--- config.mk ---
export PLATFORM = sky130hd
export DESIGN_NAME = ir_fetch_queue
export DESIGN_NICKNAME = d
export VERILOG_FILES = /design/src/rtl/ir_fetch_queue_pkg.sv /design/src/rtl/ir_fetch_queue_ptr.sv /design/src/rtl/ir_fetch_queue.sv
export SDC_FILE = /design/constraint.sdc
export NUM_CORES = 1
export LEC_CHECK = 0
export CAP_MARGIN = 30
export CORE_MARGIN = 2
export CORE_UTILIZATION = 49
export CTS_CLUSTER_DIAMETER = 40
export CTS_CLUSTER_SIZE = 8
export DETAILED_ROUTE_END_ITERATION = 10
export PLACE_DENSITY = 0.83
export SLEW_MARGIN = 30
export SYNTH_ARGS = -nofsm -noshare
export SYNTH_HDL_FRONTEND = slang
export SYNTH_SLANG_ARGS = --single-unit
export TNS_END_PERCENT = 10
--- constraint.sdc ---
create_clock -name clk -period 4.82 [get_ports clk]
set_clock_uncertainty 0.1 [all_clocks]
set_input_delay 0.723 -clock clk [delete_from_list [all_inputs] [get_ports clk]]
set_output_delay 0.723 -clock clk [all_outputs]
set_load 0.005 [all_outputs]
--- src/rtl/ir_fetch_queue_pkg.sv ---
// Shared definitions for the fetch/decode instruction queue.
// Holds the NOP encoding, the default datapath width and a ceil-log2 helper.
package ir_fetch_queue_pkg;

  localparam int DEFAULT_XLEN = 32;
  localparam logic [31:0] IR_NOP = 32'h0000_0000;

  // Ceiling log2 that elaborates as a constant function.
  function automatic int clog2(input int value);
    int result;
    result = 0;
    for (int i = 0; i < 31; i++) begin
      if ((1 << i) < value) result = i + 1;
    end
    return result;
  endfunction

endpackage

--- src/rtl/ir_fetch_queue_ptr.sv ---
// Wrap-bit pointer for the instruction queue: the MSB toggles each lap so that
// full and empty can be told apart when the index bits match.
module ir_fetch_queue_ptr
  import ir_fetch_queue_pkg::*;
#(
  parameter int W = 3
) (
  input  logic         clk,
  input  logic         reset,
  input  logic         inc,
  input  logic         clr,
  output logic [W-1:0] ptr
);

  // clr is the synchronous flush and wins over inc.
  always_ff @(posedge clk or posedge reset) begin
    if (reset)    ptr <= '0;
    else if (clr) ptr <= '0;
    else if (inc) ptr <= ptr + W'(1);
  end

endmodule

--- src/rtl/ir_fetch_queue.sv ---
// Instruction queue between fetch and DECODE: circular buffer of {pc, ir} pairs.
// Define IR_FETCH_QUEUE_BYPASS_EN to let an empty queue forward a push in the same cycle.
module ir_fetch_queue
  import ir_fetch_queue_pkg::*;
#(
  parameter int DEPTH = 4,
  parameter int XLEN  = DEFAULT_XLEN
) (
  input  logic                  clk,
  input  logic                  reset,
  input  logic                  flush,
  input  logic                  push_valid,
  input  logic [XLEN-1:0]       push_pc,
  input  logic [XLEN-1:0]       push_ir,
  output logic                  push_ready,
  output logic                  pop_valid,
  output logic [XLEN-1:0]       pop_pc,
  output logic [XLEN-1:0]       pop_ir,
  input  logic                  pop_ready,
  output logic [clog2(DEPTH):0] count,
  output logic                  overflow
);

  localparam int AW = clog2(DEPTH);
  localparam int PW = AW + 1;

  logic [PW-1:0]   wr_ptr;
  logic [PW-1:0]   rd_ptr;
  logic [AW-1:0]   wr_idx;
  logic [AW-1:0]   rd_idx;
  logic            empty;
  logic            full;
  logic            bypass_hit;
  logic            push_acc;
  logic            pop_acc;
  logic            wr_inc;
  logic            rd_inc;
  logic [XLEN-1:0] mem_pc [DEPTH];
  logic [XLEN-1:0] mem_ir [DEPTH];

  assign wr_idx = wr_ptr[AW-1:0];
  assign rd_idx = rd_ptr[AW-1:0];
  assign empty  = (wr_ptr == rd_ptr);
  assign full   = (wr_idx == rd_idx) && (wr_ptr[AW] != rd_ptr[AW]);
  assign count  = wr_ptr - rd_ptr;

  assign push_ready = !full;

`ifdef IR_FETCH_QUEUE_BYPASS_EN
  assign bypass_hit = empty && push_valid && !flush;
`else
  assign bypass_hit = 1'b0;
`endif

  assign pop_valid = !empty || bypass_hit;
  assign push_acc  = push_valid && push_ready && !flush;
  assign pop_acc   = pop_valid && pop_ready && !flush;

  // A bypassed entry that DECODE takes immediately never touches storage.
  assign wr_inc = push_acc && !(bypass_hit && pop_ready);
  assign rd_inc = pop_acc && !empty;

  always_comb begin
    pop_pc = '0;
    pop_ir = XLEN'(IR_NOP);
    if (bypass_hit) begin
      pop_pc = push_pc;
      pop_ir = push_ir;
    end else if (!empty) begin
      pop_pc = mem_pc[rd_idx];
      pop_ir = mem_ir[rd_idx];
    end
  end

  // Storage is deliberately not reset; reads are gated by !empty.
  always_ff @(posedge clk) begin
    if (wr_inc) begin
      mem_pc[wr_idx] <= push_pc;
      mem_ir[wr_idx] <= push_ir;
    end
  end

  always_ff @(posedge clk or posedge reset) begin
    if (reset)                          overflow <= 1'b0;
    else if (flush)                     overflow <= 1'b0;
    else if (push_valid && !push_ready) overflow <= 1'b1;
  end

  ir_fetch_queue_ptr #(.W(PW)) u_wr_ptr (
    .clk   (clk),
    .reset (reset),
    .inc   (wr_inc),
    .clr   (flush),
    .ptr   (wr_ptr)
  );

  ir_fetch_queue_ptr #(.W(PW)) u_rd_ptr (
    .clk   (clk),
    .reset (reset),
    .inc   (rd_inc),
    .clr   (flush),
    .ptr   (rd_ptr)
  );

endmodule
======== After elaboration in Yosys (flattened, before gate mapping) ========
Memories as Yosys holds them, arrays and structs flattened.
Index checks and enable logic that the tools add are counted.
cells by class
  add/subtract/negate cells ............... 3
  equality and inequality tests ........... 3
  multiplexer cells ....................... 10
  reductions and logical operators ........ 13
operator list
  operator             count
  $mux 32              2
  $mux 3               4
  $logic_and 1x1->1    7
  $add 3x1->3 const B  2
  $reduce_bool 2->1    3
  $mux 1               4
  $eq 3x3->1           1
  $logic_not 1->1      3
  $sub 3x3->3          1
  $eq 2x2->1           1
  $ne 1x1->1           1
storage, ports and cells
  flip-flop bits (word level) ............. 7
  memory bits (writable) .................. 256
  input port bits ......................... 69
  output and inout bits ................... 70
  word-level logic and storage cells ...... 34
  memories kept ........................... 2
memory list
  memory  depth  bits a word  read ports  clocked after memory_dff  write ports  RTL line              source
  mem_ir  4      32           1           0                         1            ir_fetch_queue.sv:39  logic [XLEN-1:0] mem_ir [DEPTH];
  mem_pc  4      32           1           0                         1            ir_fetch_queue.sv:38  logic [XLEN-1:0] mem_pc [DEPTH];

======== Logic depth before layout (Yosys ltp) ========
Gate-level depths: netlist of the first run.
  depth after elaboration ................. 7
  mapped depth ............................ 6
  mapped depth without buffers ............ 5

======== Cells and area by module ========
A second synthesis of the first run with hierarchy kept.
second synthesis, totals
  cells, all modules ...................... 464
  area, all modules ....................... 10348.7 µm²
by module, submodules not included
  module              instances  cells an instance  area each (µm²)  sequential area each (µm²)
  ir_fetch_queue      1          440                10068.4          7712.4
  ir_fetch_queue_ptr  2          12                 140.1            75.1

======== Worst setup path after synthesis of the first run ========
Ideal clock, no wire load.
  path type ............................... register to register
  from .................................... register u_rd_ptr.ptr[1]
  to ...................................... memory mem_ir[0][0] (netlist bit), enable pin
  arrival time ............................ 2.894 ns
  required time ........................... 4.291 ns
  path slack .............................. 1.397 ns
  cell stages (with the launch flop) ...... 7
  buffers on the path ..................... 1
  clock period less this slack ............ 3.423 ns
  cells stage by stage .................... dfrtp_1 -> inv_1 -> ha_1 -> nand2_2 -> or2_2 -> clkbuf_1 -> and3_1
on the way
  cells in the longest elaborated chain, start to end .. 7
ends and longest elaborated chain
  element                         RTL line                  source
  start, declared                 ir_fetch_queue_ptr.sv:12  output logic [W-1:0] ptr
  start signal, assigned          ir_fetch_queue_ptr.sv:19  else if (inc) ptr <= ptr + W'(1);
  $eq 2x2->1                      ir_fetch_queue.sv:44      assign full = (wr_idx == rd_idx) && (wr_ptr[AW] != rd_ptr[AW]);
  $logic_and 1x1->1               ir_fetch_queue.sv:44
  $logic_not 1->1                 ir_fetch_queue.sv:47      assign push_ready = !full;
  via push_ready                  ir_fetch_queue.sv:15      output logic push_ready,
  $logic_and 1x1->1 (2 in a row)  ir_fetch_queue.sv:56      assign push_acc = push_valid && push_ready && !flush;
  $mux 1                          ir_fetch_queue.sv:77      if (wr_inc) begin
  $mux 1 (not written as such)    ir_fetch_queue.sv:79      mem_ir[wr_idx] <= push_ir;
  end, declared                   ir_fetch_queue.sv:39
The timed path passes the listed nets, and every way through them passes these cells.

======== Final worst setup path of the first run ========
  from .................................... register u_rd_ptr.ptr[0]
  to ...................................... output port pop_ir[23]
on the way
  cells in the longest elaborated chain, start to end .. 2
  elaborated cells on any way between the ends .. 3
  classes of those cells .................. 1 x eq/ne; 1 x mux; 1 x memory
ends and longest elaborated chain
  element                                            RTL line              source
  $mem_v2 4x32 / $eq 3x3->1 (equally long branches)  n/a
  $mux 32 *                                          ir_fetch_queue.sv:69  end else if (!empty) begin
  end, declared                                      ir_fetch_queue.sv:18  output logic [XLEN-1:0] pop_ir,
Every way passes the cells marked *; elsewhere a longest branch is shown, timed or not.

==> results of run 1 <==
-- cell families (layout without fill, tap and decap cells) --
group           count (synthesis)  in the layout  share of synthesized area [%]
compound gates                  9              9                         0.5814
xor+xnor                        2              2                         0.1696
fa+ha+maj                       8              8                          1.041
buf+inv                        33            209                          2.131
flops                         263            263                          76.10
mux                            64             64                          13.95
other cells                     0              1                              0
simple gates                   97             97                          6.031
-- critical path, stage by stage (launching register included) --
cell and delay [ps]:
dfrtp_4 410, buf_4 570, buf_4 690, mux4_2 600, and2_1 210, clkdlybuf4s50_1 460
-- metrics by stage --
stage | total power [mW] | setup WS [ps] | cells
floorplan | 4.476 | 1397 | 476
global placement | 5.939 | 1008 | 868
detailed placement | 5.997 | 959.3 | 868
CTS | 8.418 | 422.1 | 923
global route | 8.743 | 265.8 | 928
finish | 8.328 | 518.8 | 928
-- power by group --
part / switching (mW) / internal [mW]
Clock: 0.876 / 1.51
Combinational: 1.33 / 1.80
Sequential: 0.0574 / 2.75
Total: 2.27 / 6.06
-- cells in the final DEF (no fill, tap or decap), drive strengths merged --
cell type and count:
a211o 2, a21oi 2, a31oi 3, and2 64, and3 5, and3b 1, and4b 1, buf 8
clkbuf 49, clkdlybuf4s50 138, clkinv 4, dfrtp 7, diode 1, edfxtp 256, fa 1, ha 7
inv 10, mux4 64, nand2 6, nand3 4, nand3b 1, nand4 1, nor2 2, nor2b 2
nor3 1, nor3b 3, nor4 1, nor4b 1, nor4bb 1, o211ai 1, o22ai 1, or2 1
or4 2, xnor2 2
-- path summary, 6_finish.rpt --
| kind | from | end | slack (ps) | cells past startpoint |
|---|---|---|---|---|
| worst min-delay path | reset | u_rd_ptr.ptr[1] | 360 | 2 |
| worst min register to register | overflow | overflow | 440 | 2 |
| worst max-delay path | u_rd_ptr.ptr[0] | pop_ir[23] | 520 | 5 |
| worst max register to register | u_wr_ptr.ptr[0] | mem_ir[0][15] | 2030 | 6 |
| min in group clk | overflow | overflow | 440 | 2 |
| max in group asynchronous | reset | u_rd_ptr.ptr[0] | 4000 | 2 |
-- synth_stat cells --
cell / instances
a211o_1: 2
and2_1: 64
nand2_1: 5
nor3_1: 1
nand3_1: 3
or4_1: 2
fa_1: 1
or2_2: 1
nand2_2: 1
o211ai_1: 1
nor2_1: 2
and4b_1: 1
clkbuf_1: 6
nand3b_1: 1
nand3_2: 1
nor4b_4: 1
and3b_1: 1
dfrtp_1: 7
nand4_1: 1
nor4_1: 1
nor4bb_1: 1
a31oi_1: 3
mux4_2: 64
nor2b_1: 2
inv_1: 8
nor3b_1: 3
edfxtp_1: 256
buf_12: 4
o22ai_1: 1
clkbuf_2: 3
buf_6: 2
ha_1: 7
a21oi_1: 2
xnor2_1: 2
buf_2: 10
and3_1: 5
-- final cells by class --
| type | instances | area (um^2) | area share (%) |
|---|---|---|---|
| clock buffers | 49 | 1056 | 8.049 |
| inverters | 8 | 30.03 | 0.2289 |
| flip-flops and latches | 263 | 7870 | 59.98 |
| clock inverters | 6 | 33.78 | 0.2575 |
| repair buffers | 146 | 1506 | 11.48 |
| well taps | 275 | 344.1 | 2.623 |
| multi-input cells | 180 | 2277 | 17.36 |
| diodes | 1 | 2.502 | 0.01907 |
-- layer usage --
metal	global-route usage [%]	wire length, um	vias up
li1	-	-	2255
met3	4.587	1396	55
met5	0	0	-
met1	24.98	8251	2692
met2	30.37	10260	198
met4	7.952	661	0
-- flip-flops by register name (all words and copies together) (netlist names) --
register and count:
overflow 1, mem_ir 128, mem_pc 128, u_rd_ptr.ptr 3, u_wr_ptr.ptr 3
==> results.ini, run 1 <==
[clock_network]
cts.repair.resized = 0
cts_buffers = 40
path_clk_slew_ps = 50
root_buffer = clkbuf_16
post_cts.repair.setup_buffers = 0
cts_tree = done
holdBufCountCts = 0
cts_sinks = 263
clock_path_buffers = 3
h-tree-depth = 2
clk_latency_ps = 510

[power]
p_leak_nw = 4.243
p_per_area_nw_per_um2 = 634.7
vdd_drop_max_mv = 0.3539

[flow_run]
cap_violations = 0

[detailed_routing]
first_iter_violations = 298
dr.pass1.iters = 4
drc = 0
detail_route.wl_per_cell_um = 22.16
wl_mm = 20.57
antenna_left = 0
avgViaCountPerCell = 5.603
vias = 5200

[placed_design]
dpl-instance-area_um2 = 11930
portBuffers = 138
hpwlAfterDp_mm = 11.58
place_congestion = 0.7925

[floorplan]
initial_core_util_pct = 49.46
rows = 53
die_w_um = 149.2
die_height_um = 149.2
dieArea_um2 = 22260
io_pins = 139
coreArea_um2 = 20890

[worst_setup_path]
start_kind = flop
cp-end-kind = primary output
worst_ep_arrival_time_ps = 3480
cp.required_ps = 4000
crit_fanout = 36
path_class = flop to primary output

[logic_synthesis]
syn-num-nets = 553
ys_ff_latch = 263
synth_top_area_share_pct = 74.40
synthCells = 476
synth_area_leaders = edfxtp_1 (74%), mux4_2 (14%), and2_1 (3.9%), dfrtp_1 (1.7%), ha_1 (0.85%)
ys_warn_count = 0
synth_largest_area_cell = edfxtp_1
synth_seq_area_share_pct = 76.10
yosysUniqueCellTypes = 36
synth.avg_cell_area_um2 = 21.71
syn-cell-area_um2 = 10330

[run_status]
status = complete, no violations

[timing]
finalHoldViolCount = 0
slew_violations = 0
fin_crit_ps = 4301
setup-tns-final_ps = 0
tightest_slew_ps = 981.3
rsz0062_at_grt = false
max_freq_mhz = 232.5
maxSlewHeadroom_pct = 34.58
min_period_over_period_pct = 89.24
holdWs_ps = 363.7
setup-violations-final = 0

[grt]
grt_start_max_net_pins = 67
grt_overflow = 0
antenna_found_initial = 2
grt_pass1_wl_mm = 31.01
gr-usage-all-layers_pct = 18.89
grt_pass1_vias = 5508

[finish]
fin_nets = 716
stdcell_area_um2 = 13120
utilization_pct = 62.81
syn_to_final_growth_pct = 26.98
fillCellCount = 1386
drive_gt1_share_pct = 19.33

[worst_hold_path]
hold_path_class = input port to asynchronous set/reset pin

No activity file was read; power rests on OpenSTA's default activity.
==> inputs of run 2 (changes only) <==
--- a/config.mk
+++ b/config.mk
@@ -15,5 +15,6 @@
 export SLEW_MARGIN = 30
 export SYNTH_ARGS = -nofsm -noshare
 export SYNTH_HDL_FRONTEND = slang
+export SYNTH_HIERARCHICAL = 1
 export SYNTH_SLANG_ARGS = --single-unit
 export TNS_END_PERCENT = 10
==> run 2 against run 1 <==
  * Register-to-register slack got worse by 420 ps
  * First-iteration DRC count down 3.7%
  * Cell count fell by 1.4%
  * Global-route usage down 0.53 points
  * Non-clock buffer count rose by 3
  * Power shrank 34%
  * Die area grew 0.15%
  * Critical path type unchanged
  * Critical endpoint is now pop_ir[11]
  * Highest routed layer unchanged
==> results.ini, run 2 <==
[run_status]
status = complete, no violations  ; unchanged

[finish]
num_antenna_cells = 0  ; was 1
syn_to_final_growth_pct = 27.05  ; was 26.98%
largestRegisters = mem_ir x128, mem_pc x128  ; unchanged
fin_nets = 700  ; was 716
mostFrequentLayoutCell = edfxtp_1  ; unchanged
drive_gt1_share_pct = 19.53  ; was 19.33%
layout_common_cells = edfxtp_1 (256), clkdlybuf4s50_1 (138), mux4_2 (60), a21boi_1 (60), clkbuf_16 (41)  ; was edfxtp_1 (256), clkdlybuf4s50_1 (138), mux4_2 (64), and2_1 (64), clkbuf_16 (41)

[logic_synthesis]
synth_mux_area_share_pct = 14.27  ; was 13.95%
yosysUniqueCellTypes = 27  ; was 36
ys_ff_latch = 263  ; unchanged
synth_seq_area_share_pct = 75.98  ; was 76.10%
ys_warn_count = 6  ; was 0
yosysMostFrequentCell = edfxtp_1  ; unchanged
synth_common_cells = edfxtp_1 (256), a21boi_1 (60), mux4_2 (60)  ; was edfxtp_1 (256), and2_1 (64), mux4_2 (64)
synthFlopType = edfxtp_1  ; unchanged
async_reset_ff_share_pct = 2.662  ; unchanged
synthCells = 464  ; was 476
syn-cell-area_um2 = 10350  ; was 10330 um^2
syn-num-nets = 538  ; was 553
synth_edf_count = 256  ; unchanged
synth_top_area_share_pct = 74.28  ; was 74.40%
synth_largest_area_cell = edfxtp_1  ; unchanged
synth_top_family_by_area = multiplexers  ; unchanged
synth_area_leaders = edfxtp_1 (74%), mux4_2 (13%), a21boi_1 (4.4%), dfrtp_1 (1.7%), buf_12 (1.2%)  ; was edfxtp_1 (74%), mux4_2 (14%), and2_1 (3.9%), dfrtp_1 (1.7%), ha_1 (0.85%)
synth-xor-area-share_pct = 0.4232  ; was 0.1695%
yosys.area_share.simple_pct = 0.5803  ; was 6.031%
synth.avg_cell_area_um2 = 22.30  ; was 21.71 um^2
synthAdderAreaFrac_pct = 0.6771  ; was 1.041%
synth_compound_area_share_pct = 5.513  ; was 0.5813%

[timing]
finalHoldViolCount = 0  ; unchanged
max_freq_mhz = 239.7  ; was 232.5 MHz
setup-violations-final = 0  ; unchanged
setup-tns-final_ps = 0  ; unchanged
maxSlewHeadroom_pct = 35.28  ; was 34.58%
slew_violations = 0  ; unchanged
tightest_slew_ps = 967.6  ; was 981.3 ps
rsz0062_at_grt = false  ; unchanged
holdWs_ps = 380.8  ; was 363.7 ps
min_period_over_period_pct = 86.56  ; was 89.24%
fin_crit_ps = 4172  ; was 4301 ps

[power]
p_leak_nw = 4.206  ; was 4.243 nW
switchingPower_mw = 1.090  ; was 2.268 mW
combPwrFrac_pct = 8.2  ; was 37.7%
p_int_mw = 4.400  ; was 6.060 mW
vdd_drop_max_mv = 0.2825  ; was 0.3539 mV
switching_share_pct = 19.85  ; was 27.24%
p_per_area_nw_per_um2 = 417.6  ; was 634.7 nW/um^2
p_seq_share_pct = 47.2  ; was 33.7%
p_clk_share_pct = 44.6  ; was 28.7%

[placed_design]
portBuffers = 138  ; unchanged
place_congestion = 0.7223  ; was 0.7925
hpwlAfterDp_mm = 11.27  ; was 11.58 mm

[floorplan]
die_w_um = 149.3  ; was 149.2 um
dieArea_um2 = 22300  ; was 22260 um^2
initial_core_util_pct = 49.54  ; was 49.46%
die_height_um = 149.3  ; was 149.2 um
coreArea_um2 = 20890  ; unchanged
io_pins = 139  ; unchanged
rows = 53  ; unchanged

[detailed_routing]
dr.pass1.iters = 4  ; unchanged
vias = 5150  ; was 5200
first_iter_violations = 287  ; was 298
wl_mm = 19.89  ; was 20.57 mm
drc = 0  ; unchanged
antenna_left = 0  ; unchanged
detail_route.wl_per_cell_um = 21.73  ; was 22.16 um
avgViaCountPerCell = 5.628  ; was 5.603

[worst_setup_path]
path_class = flop to primary output  ; unchanged
cp.required_ps = 4000  ; about the same
cp-end-kind = primary output  ; unchanged
start_kind = flop  ; unchanged
crit_fanout = 37  ; was 36
worst_ep_arrival_time_ps = 3350  ; was 3480 ps
regToRegSetupSlack_ps = 1610  ; was 2030 ps

[grt]
antenna_found_initial = 0  ; was 2
grt_pass1_wl_mm = 30.93  ; was 31.01 mm
gr-usage-all-layers_pct = 18.36  ; was 18.89%
grt_start_max_net_pins = 73  ; was 67
grt_overflow = 0  ; unchanged
grt_pass1_vias = 5643  ; was 5508

[clock_network]
cts_tree = done  ; unchanged
cts.repair.resized = 0  ; unchanged
cts_buffers = 40  ; unchanged
h-tree-depth = 2  ; unchanged
root_buffer = clkbuf_16  ; unchanged
path_clk_slew_ps = 50  ; about the same
post_cts.repair.setup_buffers = 0  ; unchanged
cts_sinks = 263  ; unchanged
holdBufCountCts = 0  ; unchanged
clk_latency_ps = 500  ; was 510 ps
clock_path_buffers = 3  ; unchanged

[flow_run]
cap_violations = 0  ; unchanged

[worst_hold_path]
hold_path_class = input port to asynchronous set/reset pin  ; unchanged

## run 2: worst paths after layout
check	to	cells past startpoint	start
max	pop_ir[11]	4	u_rd_ptr/ptr[0]
min	overflow	2	reset
max reg2reg	mem_pc[2][20]	4	u_rd_ptr/ptr[0]
min reg2reg	overflow	2	overflow
max in group asynchronous	u_wr_ptr/ptr[1]	2	reset
min in group clk	overflow	2	overflow
## run 2: power by group through the flow
stage                     combinational, mW  clock, mW  sequential (mW)
after CTS                             0.456       2.50             2.59
after global routing                  0.484       2.60             2.60
final                                 0.448       2.45             2.59
after floorplan                       0.220          0             2.63
after global placement                0.440          0             2.63
after detailed placement              0.451          0             2.63
## run 2: cell families after synthesis
group,Yosys count
DFF,263
muxes,66
and+or+nand+nor,12
AOI/OAI and AO/OA,75
adders and majority gates,5
buffers and inverters,38
xor gates and xnor gates,5
## run 2: worst max-delay path, stage by stage, from the launching register on
cell and delay (ps):
dfrtp_4 840, buf_4 700, mux4_2 600, a21boi_1 160
clkdlybuf4s50_1 500
## run 2: layout make-up
cell class	count	area (um^2)
clock buffers	50	1060
clock inverters	6	63.81
fillers	1415	7741
inverters	9	33.78
multi-input cells	163	2300
flip-flops and latches	263	7870
well taps	275	344.1
repair buffers	149	1476
## run 2: layer usage
layer,vias up,share of wire (%),track usage (%)
li1,2263,-,-
met1,2691,41,24.05
met2,163,51,30.81
met3,33,5.8,4.740
met4,0,1.6,5.095
met5,-,0,0
## run 2: per-stage QoR
| step | setup WS [ps] | util (%) | instance area [um^2] | std cells | power, mW |
|---|---|---|---|---|---|
| 2_1_floorplan | -1223 | - | 10380 | 464 | 2.845 |
| 3_3_place_gp | 1086 | 57.56 | 12020 | 859 | 3.070 |
| 3_5_place_dp | 1063 | 57.56 | 12020 | 859 | 3.085 |
| 4_1_cts | 531.0 | 62.94 | 13150 | 915 | 5.548 |
| 5_1_grt | 371.9 | 62.94 | 13150 | 915 | 5.674 |
| 6_report | 647.7 | 62.94 | 13150 | 915 | 5.490 |
==> inputs of run 3 (changes only) <==
--- a/config.mk
+++ b/config.mk
@@ -7,11 +7,11 @@
 export LEC_CHECK = 0
 export CAP_MARGIN = 30
 export CORE_MARGIN = 2
-export CORE_UTILIZATION = 49
+export CORE_UTILIZATION = 53
 export CTS_CLUSTER_DIAMETER = 40
 export CTS_CLUSTER_SIZE = 8
 export DETAILED_ROUTE_END_ITERATION = 10
-export PLACE_DENSITY = 0.83
+export PLACE_DENSITY = 0.88
 export SLEW_MARGIN = 30
 export SYNTH_ARGS = -nofsm -noshare
 export SYNTH_HDL_FRONTEND = slang
==> run 3 against run 2 <==
  * Routed wire length decreased by 1.3%
  * Register-to-register slack worse by 120 ps
  * Maximum frequency is 5.5% higher
  * Sequential share of layout area up 0.26 points
  * Cell count decreased by 1.9%
  * Via count down 0.19%
  * Global-route usage is 0.74 points higher
  * Utilization up 4.8 points
  * Critical path type unchanged
  * Largest power group unchanged
  * Highest routed layer unchanged
==> results.ini, run 3 (same netlist as run 2, synthesis figures left out) <==
[run_status]
status = complete, no violations  ; unchanged

[worst_setup_path]
cp.required_ps = 4000  ; about the same
critPathMaxStageDelay_ps = 760  ; was 840 ps
cp-end-kind = primary output  ; unchanged
path_delay_family = simple AND/OR/NAND/NOR gates  ; was buffers and inverters
ff2ff_path_depth = 5  ; was 4
regToRegSetupSlack_ps = 1490  ; was 1610 ps
start_kind = flop  ; unchanged
worst_ep_arrival_time_ps = 3130  ; was 3350 ps
endpoint = pop_ir[17]  ; was pop_ir[11]
crit_fanout = 72  ; was 37
reg2reg_from = u_wr_ptr/ptr[0]  ; was u_rd_ptr/ptr[0]
worst-path-buf-inv = 2  ; unchanged
crit_chain = inv_1 > ha_1 > and2_4 > a21boi_1 > clkdlybuf4s50_1  ; was buf_4 > mux4_2 > a21boi_1 > clkdlybuf4s50_1
cp-startpoint = u_wr_ptr/ptr[0]  ; was u_rd_ptr/ptr[0]
cpMaxStageDelayCell = and2_4  ; was dfrtp_4
path_class = flop to primary output  ; unchanged
r2r_end = mem_pc[3][25]  ; was mem_pc[2][20]
worstSetupPathDepth = 5  ; was 4

[detailed_routing]
avgViaCountPerCell = 5.724  ; was 5.628
drc = 0  ; unchanged
dr.pass1.iters = 4  ; unchanged
vias = 5140  ; was 5150
wl_mm = 19.63  ; was 19.89 mm
detail_route.wl_per_cell_um = 21.85  ; was 21.73 um
antenna_left = 0  ; unchanged
first_iter_violations = 335  ; was 287

[grt]
grt_overflow = 0  ; unchanged
grt_pass1_vias = 5488  ; was 5643
grt_pass1_wl_mm = 29.79  ; was 30.93 mm
gr-usage-all-layers_pct = 19.10  ; was 18.36%
grt_start_max_net_pins = 73  ; unchanged
antenna_found_initial = 1  ; was 0

[finish]
mostFrequentLayoutCell = edfxtp_1  ; unchanged
stdcell_area_um2 = 13090  ; was 13150 um^2
layout_common_cells = edfxtp_1 (256), clkdlybuf4s50_1 (138), mux4_2 (60), a21boi_1 (60), clkbuf_16 (41)  ; unchanged
fillCellCount = 1212  ; was 1415
utilization_pct = 67.71  ; was 62.94%
drive_gt1_share_pct = 18.99  ; was 19.53%
largestRegisters = mem_ir x128, mem_pc x128  ; unchanged
fin_nets = 699  ; was 700
syn_to_final_growth_pct = 26.50  ; was 27.05%

[clock_network]
cts_sinks = 263  ; unchanged
path_clk_slew_ps = 50  ; about the same
cts.repair.resized = 0  ; unchanged
cts_tree = done  ; unchanged
h-tree-depth = 2  ; unchanged
holdBufCountCts = 0  ; unchanged
post_cts.repair.setup_buffers = 0  ; unchanged
root_buffer = clkbuf_16  ; unchanged
cts_buffers = 39  ; was 40
clk_latency_ps = 490  ; was 500 ps
clock_path_buffers = 3  ; unchanged

[power]
vdd_drop_max_mv = 0.3410  ; was 0.2825 mV
p_leak_nw = 4.186  ; was 4.206 nW
p_per_area_nw_per_um2 = 409.3  ; was 417.6 nW/um^2

[floorplan]
coreArea_um2 = 19330  ; was 20890 um^2
rows = 51  ; was 53
initial_core_util_pct = 53.52  ; was 49.54%
die_height_um = 143.7  ; was 149.3 um
die_w_um = 143.7  ; was 149.3 um
dieArea_um2 = 20660  ; was 22300 um^2
io_pins = 139  ; unchanged

[timing]
maxSlewHeadroom_pct = 34.13  ; was 35.28%
rsz0062_at_grt = false  ; unchanged
finalHoldViolCount = 0  ; unchanged
max_freq_mhz = 252.9  ; was 239.7 MHz
slew_violations = 0  ; unchanged
setup-violations-final = 0  ; unchanged
tightest_slew_ps = 988.0  ; was 967.6 ps
setup_ws_ps = 865.9  ; was 647.7 ps
fin_crit_ps = 3954  ; was 4172 ps
min_period_over_period_pct = 82.04  ; was 86.56%

[placed_design]
hpwlAfterDp_mm = 11.00  ; was 11.27 mm
place_congestion = 0.6792  ; was 0.7223
dpl-instance-area_um2 = 12000  ; was 12020 um^2
portBuffers = 138  ; unchanged
preCtsSetupSlack_ps = 1368  ; was 1063 ps

[worst_hold_path]
hold_path_class = input port to asynchronous set/reset pin  ; unchanged

[flow_run]
cap_violations = 0  ; unchanged

==> run 3: changes by cell type in the layout (fill, tap and decap cells not counted), sizes merged <==
cell / change
diode: +1
inv: -2
bufinv: -1
clkinvlp: -1
clkbuf: -4
==> run 3: power by group <==
group	internal [mW]	switching, mW	leakage (nW)
sequential	2.57	0.0201	2.42
clock	1.49	0.827	0.514
combinational	0.260	0.192	1.25
total	4.32	1.04	4.19
==> run 3: how the worst min path moves through the flow <==
stage             start        to  slack [ps]
3_3_place_gp   overflow  overflow         410
4_1_cts           reset  overflow         350
5_1_grt           reset  overflow         390
2_1_floorplan     reset  overflow         350
6_report          reset  overflow         370
3_5_place_dp   overflow  overflow         430
==> run 3: cell type report <==
cell class / instances / area, um^2 / share of cell area (%)
sequential: 263 / 7870 / 60.12
multi-input combinational: 163 / 2300 / 17.57
timing repair buffer: 149 / 1501 / 11.47
clock buffer: 46 / 1045 / 7.980
tap: 265 / 331.6 / 2.533
inverter: 9 / 33.78 / 0.2581
clock inverter: 2 / 7.507 / 0.05734
antenna: 1 / 2.502 / 0.01911
==> run 3: layer usage <==
metal | vias to the layer above | share of wire [%] | GRT usage [%] | routed length (um)
met5 | - | 0 | 0 | 0
met2 | 205 | 50 | 31.45 | 9888
met3 | 32 | 7.2 | 4.698 | 1416
met1 | 2648 | 41 | 25.52 | 7976
li1 | 2255 | - | - | -
met4 | 0 | 1.8 | 5.882 | 344
==> run 3: through the flow <==
step / power, mW / instances / setup TNS, ps / hold slack [ps]
final: 5.358 / 898 / 0 / 374.3
after global routing: 5.540 / 897 / 0 / 390.0
after CTS: 5.416 / 895 / 0 / 352.6
after detailed placement: 3.082 / 847 / 0 / 432.4
after global placement: 3.064 / 847 / 0 / 410.2
after floorplan: 2.845 / 464 / -234730 / 351.7
